[config.mk]
export PLATFORM = sky130hd
export DESIGN_NAME = mem_port_arbiter
export DESIGN_NICKNAME = d
export VERILOG_FILES = /design/src/rtl/mem_port_arbiter.sv
export SDC_FILE = /design/constraint.sdc
export NUM_CORES = 1
export LEC_CHECK = 0
export BUFFER_PORTS_ARGS = -buffer_cell sky130_fd_sc_hd__buf_2
export CAP_MARGIN = 40
export CORE_ASPECT_RATIO = 0.7
export CORE_UTILIZATION = 42
export CTS_CLUSTER_DIAMETER = 150
export CTS_CLUSTER_SIZE = 14
export DETAILED_ROUTE_END_ITERATION = 7
export PLACE_DENSITY = 0.83
export SYNTH_ARGS = -nofsm -noshare
export SYNTH_HDL_FRONTEND = slang
export SYNTH_SLANG_ARGS = --single-unit
[constraint.sdc]
create_clock -name CLK -period 1.6 [get_ports CLK]
set_input_delay 0.08 -clock CLK [delete_from_list [all_inputs] [get_ports CLK]]
set_output_delay 0.08 -clock CLK [all_outputs]
set_load 0.02 [all_outputs]
[src/rtl/mem_port_arbiter.sv]
// Round-robin sharing of one memory port between the core (0) and the loader (1).
// REQ sampled at edge k -> MEM_EN k+1..k+ACCESS_CYCLES, DONE pulse next cycle; no backpressure, losers wait in IDLE.
module mem_port_arbiter #(
  parameter int ADDR_W        = 8,
  parameter int DATA_W        = 8,
  parameter int ACCESS_CYCLES = 2
) (
  input  logic              CLK,
  input  logic              RESET,
  input  logic              REQ0,
  input  logic              RORW0,
  input  logic [ADDR_W-1:0] ADD0,
  input  logic [DATA_W-1:0] WDATA0,
  input  logic              REQ1,
  input  logic              RORW1,
  input  logic [ADDR_W-1:0] ADD1,
  input  logic [DATA_W-1:0] WDATA1,
  output logic              GNT0,
  output logic              GNT1,
  output logic              DONE0,
  output logic              DONE1,
  output logic [DATA_W-1:0] RDATA,
  input  logic [DATA_W-1:0] D_IN,
  output logic [ADDR_W-1:0] ADD,
  output logic [DATA_W-1:0] D_OUT,
  output logic              RORW,
  output logic              MEM_EN,
  output logic [1:0]        STATE
);

  typedef enum logic [1:0] {
    ST_IDLE   = 2'b00,
    ST_ACCESS = 2'b01,
    ST_DONE   = 2'b10
  } state_e;

  localparam logic [3:0] LAST_CNT = 4'(ACCESS_CYCLES);

  state_e            state_q, state_d;
  logic              gnt0_q, gnt0_d;
  logic              gnt1_q, gnt1_d;
  logic              done0_q, done0_d;
  logic              done1_q, done1_d;
  logic              mem_en_q, mem_en_d;
  logic              rorw_q, rorw_d;
  logic              last_q, last_d;
  logic [3:0]        cnt_q, cnt_d;
  logic [ADDR_W-1:0] add_q, add_d;
  logic [DATA_W-1:0] dout_q, dout_d;
  logic [DATA_W-1:0] rdata_q, rdata_d;

  logic              win_vld;
  logic              win_sel;
  logic              win_rorw;
  logic [ADDR_W-1:0] win_add;
  logic [DATA_W-1:0] win_wdata;

  // On a tie the requester that was not served last wins.
  always_comb begin
    win_vld   = REQ0 | REQ1;
    win_sel   = (REQ0 && REQ1) ? ~last_q : REQ1;
    win_rorw  = win_sel ? RORW1  : RORW0;
    win_add   = win_sel ? ADD1   : ADD0;
    win_wdata = win_sel ? WDATA1 : WDATA0;
  end

  always_comb begin
    state_d  = state_q;
    gnt0_d   = gnt0_q;
    gnt1_d   = gnt1_q;
    done0_d  = done0_q;
    done1_d  = done1_q;
    mem_en_d = mem_en_q;
    rorw_d   = rorw_q;
    last_d   = last_q;
    cnt_d    = cnt_q;
    add_d    = add_q;
    dout_d   = dout_q;
    rdata_d  = rdata_q;
    case (state_q)
      ST_IDLE: begin
        if (win_vld) begin
          state_d  = ST_ACCESS;
          gnt0_d   = ~win_sel;
          gnt1_d   = win_sel;
          mem_en_d = 1'b1;
          last_d   = win_sel;
          cnt_d    = 4'd1;
          add_d    = win_add;
          rorw_d   = win_rorw;
          dout_d   = win_rorw ? '0 : win_wdata;
        end
      end
      ST_ACCESS: begin
        // Requester inputs are deliberately ignored here: a dropped REQ does not abort.
        if (cnt_q == LAST_CNT) begin
          if (rorw_q) begin
            rdata_d = D_IN;
          end
          mem_en_d = 1'b0;
          dout_d   = '0;
          done0_d  = gnt0_q;
          done1_d  = gnt1_q;
          cnt_d    = 4'd0;
          state_d  = ST_DONE;
        end else begin
          cnt_d = cnt_q + 4'd1;
        end
      end
      ST_DONE: begin
        done0_d = 1'b0;
        done1_d = 1'b0;
        gnt0_d  = 1'b0;
        gnt1_d  = 1'b0;
        add_d   = '0;
        rorw_d  = 1'b1;
        state_d = ST_IDLE;
      end
      default: begin
        state_d = ST_IDLE;
      end
    endcase
  end

  always_ff @(posedge CLK or posedge RESET) begin
    if (RESET) begin
      state_q  <= ST_IDLE;
      gnt0_q   <= 1'b0;
      gnt1_q   <= 1'b0;
      done0_q  <= 1'b0;
      done1_q  <= 1'b0;
      mem_en_q <= 1'b0;
      rorw_q   <= 1'b1;
      last_q   <= 1'b1;
      cnt_q    <= 4'd0;
      add_q    <= '0;
      dout_q   <= '0;
      rdata_q  <= '0;
    end else begin
      state_q  <= state_d;
      gnt0_q   <= gnt0_d;
      gnt1_q   <= gnt1_d;
      done0_q  <= done0_d;
      done1_q  <= done1_d;
      mem_en_q <= mem_en_d;
      rorw_q   <= rorw_d;
      last_q   <= last_d;
      cnt_q    <= cnt_d;
      add_q    <= add_d;
      dout_q   <= dout_d;
      rdata_q  <= rdata_d;
    end
  end

  assign GNT0   = gnt0_q;
  assign GNT1   = gnt1_q;
  assign DONE0  = done0_q;
  assign DONE1  = done1_q;
  assign RDATA  = rdata_q;
  assign ADD    = add_q;
  assign D_OUT  = dout_q;
  assign RORW   = rorw_q;
  assign MEM_EN = mem_en_q;
  assign STATE  = state_q;

  a_gnt_excl: assert property (@(posedge CLK) disable iff (RESET) !(GNT0 && GNT1));
  a_en_in_access: assert property (@(posedge CLK) disable iff (RESET) MEM_EN |-> (STATE == 2'b01));
  a_done0_pulse: assert property (@(posedge CLK) disable iff (RESET) DONE0 |=> !DONE0);
  a_done1_pulse: assert property (@(posedge CLK) disable iff (RESET) DONE1 |=> !DONE1);

endmodule

==> results of run 1 <==
-- worst max-delay path by stage --
stage / from / to / slack [ns]
3_3_place_gp: cnt_q[0] / RDATA[1] / 0.13
4_1_cts: cnt_q[0] / RDATA[1] / 0.07
2_1_floorplan: cnt_q[0] / RDATA[0] / 0.0006
6_report: cnt_q[0] / RDATA[7] / 0.08
3_5_place_dp: cnt_q[0] / RDATA[1] / 0.08
5_1_grt: cnt_q[0] / RDATA[7] / -0.007
-- cell type report --
type	count	area share
Multi-Input combinational cell	92	0.321
Clock buffer	8	0.0346
Sequential cell	37	0.401
Timing Repair Buffer	89	0.210
Tap cell	52	0.0281
Inverter	4	0.00648
-- power by group through the flow --
stage               registers (uW)  clock network (uW)  logic (uW)
floorplan                     2080                   0        1040
global placement              1670                   0        2050
detailed placement            1670                   0        2130
CTS                           1670                 629        2130
global route                  1730                 677        2330
finish                        1670                 607        2150
-- sequential cells by signal, summed over array words and instances (netlist names) --
signal  flops
RDATA       8
MEM_EN      1
STATE       2
cnt_q       4
last_q      1
RORW        1
DONE0       1
ADD         8
DONE1       1
D_OUT       8
GNT0        1
GNT1        1
-- kinds of logic (layout without fill, tap and decap cells) --
logic type,Yosys count,in the layout,synth area share
and+or+nand+nor,32,32,0.107
DFF,37,37,0.538
AOI/OAI and AO/OA,36,36,0.159
muxes,21,21,0.145
buffers and inverters,8,101,0.0305
xor gates and xnor gates,1,1,0.00508
adders and majority gates,2,2,0.0145
-- per-layer routing --
layer / vias up / global-route usage / share of wire
met4: 0 / 0.0635 / 0.010
li1: 678 / - / -
met5: - / 0 / 0
met3: 5 / 0.0508 / 0.066
met1: 650 / 0.261 / 0.46
met2: 56 / 0.297 / 0.46
-- stage by stage --
step                hold slack (ns)  utilization
finish                       0.0237        0.591
detailed placement            0.210        0.554
global placement              0.204        0.554
CTS                          0.0141        0.585
global route                 0.0102        0.591
floorplan                     0.185            -
-- synth_stat cells --
cell | count | area, um2
o31ai_1 | 2 | 15.0
mux2i_1 | 13 | 130
a21oi_1 | 5 | 25.0
and2_1 | 1 | 6.26
o21a_1 | 1 | 7.51
nor2_1 | 2 | 7.51
nor3b_4 | 1 | 18.8
dfstp_2 | 2 | 52.6
o21ai_0 | 11 | 55.1
a21bo_2 | 1 | 10.0
nand2_8 | 1 | 20.0
ha_1 | 2 | 25.0
nor2_2 | 1 | 6.26
nand3_1 | 2 | 10.0
a22oi_1 | 3 | 22.5
buf_2 | 2 | 10.0
a21boi_4 | 1 | 18.8
or2_2 | 1 | 6.26
xor2_1 | 1 | 8.76
o2bb2ai_1 | 8 | 70.1
o32ai_1 | 1 | 8.76
nand2_1 | 14 | 52.6
nor2b_1 | 1 | 6.26
nand2b_1 | 4 | 25.0
buf_12 | 1 | 20.0
inv_1 | 4 | 15.0
nand4_1 | 1 | 6.26
mux2_4 | 8 | 120
a2bb2oi_4 | 1 | 26.3
a21o_1 | 2 | 15.0
and3_1 | 1 | 6.26
nor3_1 | 1 | 5.00
and2_4 | 1 | 8.76
buf_4 | 1 | 7.51
dfrtp_1 | 35 | 876
-- worst max-delay path, cell delays in order, from the launching register on --
cell	delay, ns
dfrtp_1	0.38
inv_1	0.06
ha_1	0.13
nor3b_4	0.19
and2_4	0.24
nand2_8	0.10
mux2_4	0.31
-- repair_timing --
action,in CTS,in global routing
endpoints found under the hold margin,38,0
hold buffers,4,0
resized for setup,0,0
buffers inserted,0,3
endpoints found under the setup margin,0,11
==> flow_metrics.tcl, run 1 <==
set metrics [dict create \
    relSlewSlack 0.635 \
    fin_tns_setup_ns 0 \
    antenna_found_initial 0 \
    num-fill-cells 338 \
    endpoint_kind "register" \
    routed_via_density 4.93 \
    finalNetCount 277 \
    worstSetupPathType "register to register" \
    cp-start-kind "register" \
    max_slew.worst_pin.slew_ns 0.541 \
    root_buffer "clkbuf_8" \
    grt_use_total 0.191 \
    p_clk_frac 0.137 \
    drt_wl_total_mm 3.78 \
    worstSkewPairLatency_ns 0.28 \
    reg2regPathDepth 6 \
    cts_buffer_depth 2 \
    ys_warn_count 0 \
    layout_common_cells "buf_2, dfrtp_1, nand2_1, mux2i_1, o21ai_0" \
    cellLeakagePower_uw 0.00122 \
    crit_fanout 8 \
    yosysSeqAreaShare 0.538 \
    num_rows 19 \
    syn-num-nets 185 \
    r2r_slack_ns 0.08 \
    finClkSkew_ns 0.00282 \
    place_congestion 0.759 \
    yosysUniqueCellTypes 35 \
    dieWidth_um 78.6 \
    p_sw_frac 0.406 \
    p_switching_uw 1790 \
    grt_max_degree 38 \
    final_common_cell "buf_2" \
    fin_crit_ns 1.52 \
    placement.io_buffers 77 \
    worstReg2RegEnd "RDATA[7]" \
    power.internal_uw 2630 \
    syn2layout_area_growth_pct 34.4 \
    hold_start "D_IN[6]" \
    required_ns 1.77 \
    place_hpwl_mm 2.79 \
    avgSynthCellArea_um2 12.6 \
    final_area_um2 2320 \
    r2r_start "cnt_q[0]" \
    peakVddDrop_uv 965 \
    numCtsBuffers 5 \
    min_period_over_period 0.951 \
    diodes 0 \
    grt-ovfl-total 0 \
    io_pins 78 \
    power_uw 4420 \
    placed_cell_area_um2 2170 \
    slew_viol_final 0 \
    min_path_type "input port to register" \
    setup_viol 0 \
    multi_input_area_um2 743 \
    dp_cells 267 \
    htreeDepth 2 \
    first_pass_iters 4 \
    die-area_um2 4370 \
    hold_viol 0 \
    whs_endpoint "RDATA[6]" \
    grt_pass1_wl_mm 6.27 \
    holdPathStages 2 \
    drt-wirelength-per-cell_um 13.4 \
    grt_pass1_vias 1369 \
    cp.arrival_ns 1.69 \
    start_util 0.440 \
    tritoncts "done" \
    powerDensity_nw_per_um2 1910 \
    drive_gt1_frac 0.470 \
    achievable-frequency_mhz 657 \
    status "complete, no violations" \
    cts.clk_slew.worst_paths_ns 0.07 \
    drtAntennaViolNets 0 \
    core-area_um2 3920 \
    pre_cts_ws_ns 0.0841 \
    first_iter_violations 50 \
    syn-instance-count 137 \
    clkSinkCount 37 \
    seqCellArea_um2 928 \
    drc 0 \
    synth_area_um2 1720 \
    final_cells 282 \
    ys_ff_latch 37 \
    die_h_um 55.6 \
    pwr-share-seq 0.377 \
    num_vias 1389 \
    maxCapViolations 0 \
    setup_ws_ns 0.0789 \
    comb_power_share 0.486 \
]
(Power assumes the default switching activity.)
==> run 2, diff against run 1 <==
RECOVER_POWER = 25   (was not set)
==> run 2 against run 1 <==
Compared with the run above: sequential power about the same; routed wire length increased by 0.11%; design area decreased by 0.11%; clock skew about the same; critical endpoint unchanged.
==> flow_metrics.tcl, run 2 (synthesis gave the netlist of run 1 again) <==
set metrics [dict create \
    status "complete, no violations" \
    required_ns 1.77 \
    drive_gt1_frac 0.470 \
    drt-wirelength-per-cell_um 13.4 \
    max_slew.worst_pin.slew_ns 0.892 \
    cp.arrival_ns 1.69 \
    setup_ws_ns 0.0783 \
    drt_wl_total_mm 3.79 \
    first_iter_violations 50 \
    worstSetupPathType "register to register" \
    crit_fanout 8 \
    power.internal_uw 2630 \
    final_common_cell "buf_2" \
    syn2layout_area_growth_pct 34.3 \
    root_buffer "clkbuf_8" \
    endpoint_kind "register" \
    finClkSkew_ns 0.00263 \
    powerDensity_nw_per_um2 1910 \
    grt-ovfl-total 0 \
    cts.clk_slew.worst_paths_ns 0.07 \
    cts_buffer_depth 2 \
    grt_pass1_vias 1369 \
    hold_viol 0 \
    p_switching_uw 1790 \
    pre_cts_ws_ns 0.0841 \
    drtAntennaViolNets 0 \
    diodes 0 \
    multi_input_area_um2 743 \
    place_hpwl_mm 2.79 \
    num_rows 19 \
    core-area_um2 3920 \
    numCtsBuffers 5 \
    die_h_um 55.6 \
    whs_ns 0.0229 \
    layout_common_cells "buf_2, dfrtp_1, nand2_1, mux2i_1, o21ai_0" \
    start_util 0.440 \
    worstSkewPairLatency_ns 0.28 \
    fin_crit_ns 1.52 \
    num_vias 1386 \
    maxCapViolations 0 \
    placement.io_buffers 77 \
    cp-start-kind "register" \
    p_sw_frac 0.406 \
    slew_viol_final 0 \
    htreeDepth 2 \
    routed_via_density 4.91 \
    relSlewSlack 0.406 \
    grt_pass1_wl_mm 6.27 \
    grt_max_degree 38 \
    pwr-share-seq 0.377 \
    min_period_over_period 0.951 \
    dieWidth_um 78.6 \
    num-fill-cells 339 \
    first_pass_iters 4 \
    drc 0 \
    peakVddDrop_uv 965 \
    min_path_type "input port to register" \
    die-area_um2 4370 \
    setup_viol 0 \
    fin_tns_setup_ns 0 \
    p_clk_frac 0.138 \
    seqCellArea_um2 928 \
    achievable-frequency_mhz 657 \
    cellLeakagePower_uw 0.00121 \
    clkSinkCount 37 \
    io_pins 78 \
    antenna_found_initial 0 \
    grt_use_total 0.191 \
    tritoncts "done" \
    finalNetCount 277 \
    comb_power_share 0.485 \
    place_congestion 0.759 \
    power_uw 4420 \
]
[run 2: cell types whose count changed in the layout (fill, tap and decap cells not counted)]
cell,change
buf_4,-1
clkbuf_2,+1
[run 2: metal layers]
| layer | GRT usage | part of all wire |
|---|---|---|
| met5 | 0 | 0 |
| met4 | 0.0635 | 0.010 |
| met3 | 0.0508 | 0.066 |
| met2 | 0.297 | 0.47 |
| met1 | 0.261 | 0.46 |
[run 2: final cells by class]
type	count	share of cell area
well taps	52	0.0281
clock buffers	8	0.0346
repair buffers	89	0.209
multi-input cells	92	0.321
flip-flops and latches	37	0.401
inverters	4	0.00649
[run 2: worst paths after layout]
| path | start | endpoint | slack (ns) | cells after the start |
|---|---|---|---|---|
| setup / recovery | cnt_q[0] | RDATA[7] | 0.08 | 6 |
| min in group asynchronous | RESET | ADD[5] | 0.60 | 4 |
| max in group asynchronous | RESET | MEM_EN | 0.44 | 4 |
| setup reg to reg | cnt_q[0] | RDATA[7] | 0.08 | 6 |
| hold reg to reg | D_OUT[0] | D_OUT[0] | 0.48 | 1 |
| hold / removal | D_IN[6] | RDATA[6] | 0.02 | 2 |
[run 2: repair_timing]
item	4_1_cts	5_1_grt
setup endpoints to repair	0	11
gates resized for setup	0	0
hold endpoints to repair	38	0
setup buffers	0	3
hold buffers	4	0
[run 2: per-stage QoR]
stage,area (um2),utilization,cells
after detailed placement,2170,0.554,267
after global routing,2310,0.590,282
after floorplan,1720,-,137
after CTS,2290,0.585,279
after global placement,2170,0.554,267
final,2310,0.590,282
[run 2: power by group through the flow]
stage	registers (uW)	clock network, uW	logic [uW]
after floorplan	2080	0	1040
after global placement	1670	0	2050
after detailed placement	1670	0	2130
after CTS	1670	629	2130
after global routing	1730	677	2330
final	1670	609	2140
[run 2: worst max-delay path: stages (launching register included)]
cell and delay (ns):
dfrtp_1 0.38, inv_1 0.06, ha_1 0.14, nor3b_4 0.19
and2_4 0.24, nand2_8 0.10, mux2_4 0.31
==> run 3, diff against run 2 <==
ABC_CLOCK_PERIOD_IN_PS = 1600   (was not set)
MAX_ROUTING_LAYER = met4   (was not set)
==> run 3 against run 2 <==
Compared with the run above: hold slack barely moved; die area unchanged; critical path type unchanged; non-clock buffer count stayed put; flip-flop and latch count unchanged; via count down 0.36%; global-route usage grew 0.56 points; clock power is essentially flat; design area is the same; critical path depth did not move; final cell count stayed put.
==> flow_metrics.tcl, run 3 (synthesis gave the netlist of run 1 again) <==
set metrics [dict create \
    syn2layout_area_growth_pct 34.3 \
    power_uw 4420 \
    placement.io_buffers 77 \
    slowest_delay_ns 0.38 \
    fin_crit_ns 1.52 \
    num_rows 19 \
    drtAntennaViolNets 0 \
    cts_resized 0 \
    clkSinkCount 37 \
    first_iter_violations 56 \
    diodes 0 \
    peakVddDrop_uv 964 \
    cp-start-kind "register" \
    finClkSkew_ns 0.00230 \
    place_hpwl_mm 2.79 \
    maxCapViolations 0 \
    status "complete, no violations" \
    layout_common_cells "buf_2, dfrtp_1, nand2_1, mux2i_1, o21ai_0" \
    slew_viol_final 0 \
    place_congestion 0.769 \
    min_path_type "input port to register" \
    final_common_cell "buf_2" \
    first_pass_iters 4 \
    cts_buffer_depth 2 \
    relSlewSlack 0.418 \
    crit_path_cell_trace "inv_1, ha_1, nor3b_4, and2_4, nand2_8, mux2_4" \
    drt_wl_total_mm 3.78 \
    io_pins 78 \
    reg2regPathDepth 6 \
    dieWidth_um 78.6 \
    r2r_slack_ns 0.08 \
    finalNetCount 277 \
    postLayoutCoreUtil 0.590 \
    max_slew.worst_pin.slew_ns 0.873 \
    setup_viol 0 \
    crit_slowest_cell "dfrtp_1" \
    cellLeakagePower_uw 0.00121 \
    die_h_um 55.6 \
    final_cells 282 \
    required_ns 1.77 \
    core-area_um2 3920 \
    num_vias 1381 \
    grt_use_total 0.197 \
    grt_max_degree 38 \
    worstSetupPathType "register to register" \
    min_period_over_period 0.951 \
    tritoncts "done" \
    die-area_um2 4370 \
    endpoint_kind "register" \
    drt-wirelength-per-cell_um 13.4 \
    cp.arrival_ns 1.69 \
    fin_tns_setup_ns 0 \
    grt_pass1_vias 1366 \
    antenna_found_initial 0 \
    grt-ovfl-total 0 \
    grt_pass1_wl_mm 6.28 \
    cts.clk_slew.worst_paths_ns 0.07 \
    num-fill-cells 339 \
    worstSkewPairLatency_ns 0.28 \
    whs_ns 0.0226 \
    powerDensity_nw_per_um2 1910 \
    root_buffer "clkbuf_8" \
    htreeDepth 2 \
    dp_cells 267 \
    start_util 0.440 \
    routed_via_density 4.90 \
    achievable-frequency_mhz 657 \
    numCtsBuffers 5 \
    drc 0 \
    holdPathStages 2 \
    hold_viol 0 \
    crit_fanout 8 \
    drive_gt1_frac 0.470 \
]
-- run 3: cell counts in the layout (fill, tap and decap cells not counted) --
Identical to the previous run, type by type.
-- run 3: layout make-up --
type / instances / area, um2 / area share
sequential: 37 / 928 / 0.401
tap: 52 / 65.1 / 0.0281
inverter: 4 / 15.0 / 0.00649
multi-input combinational: 92 / 743 / 0.321
timing repair buffer: 89 / 483 / 0.209
clock buffer: 8 / 80.1 / 0.0346
-- run 3: what timing repair did --
item	4_1_cts	5_1_grt
hold buffers	4	0
endpoints found under the setup margin	0	11
endpoints found under the hold margin	38	0
buffers inserted	0	3
-- run 3: per-layer routing --
| layer | routed length [um] | GRT usage | share of wire |
|---|---|---|---|
| met1 | 1720 | 0.262 | 0.46 |
| met2 | 1780 | 0.297 | 0.47 |
| met3 | 239 | 0.0492 | 0.063 |
| met4 | 38 | 0.0635 | 0.010 |
| met5 | 0 | - | 0 |
-- run 3: critical path: cells and delay by family, from the launching register on --
family	cells	cell delay [ns]
fa+ha+maj	1	0.14
mux	1	0.31
flops	1	0.38
buf+inv	1	0.06
simple gates	3	0.53
-- run 3: path summary, 6_finish.rpt --
path	endpoint	from
setup / recovery	RDATA[7]	cnt_q[0]
hold / removal	RDATA[6]	D_IN[6]
setup reg to reg	RDATA[7]	cnt_q[0]
hold reg to reg	D_OUT[0]	D_OUT[0]
max in group asynchronous	ADD[7]	RESET
min in group asynchronous	ADD[5]	RESET
-- run 3: where the power goes --
| part | switching [uW] | leakage, uW | internal, uW | total [uW] |
|---|---|---|---|---|
| Combinational | 1200 | 0.000724 | 941 | 2140 |
| Sequential | 293 | 0.000451 | 1370 | 1670 |
| Clock | 301 | 0.0000395 | 309 | 610 |
| Total | 1790 | 0.00121 | 2630 | 4420 |
-- run 3: per-stage QoR --
| stage | worst slack (ns) | instance area [um2] |
|---|---|---|
| global route | -0.00723 | 2310 |
| global placement | 0.127 | 2170 |
| detailed placement | 0.0841 | 2170 |
| finish | 0.0782 | 2310 |
| floorplan | 0.000561 | 1720 |
| CTS | 0.0662 | 2290 |
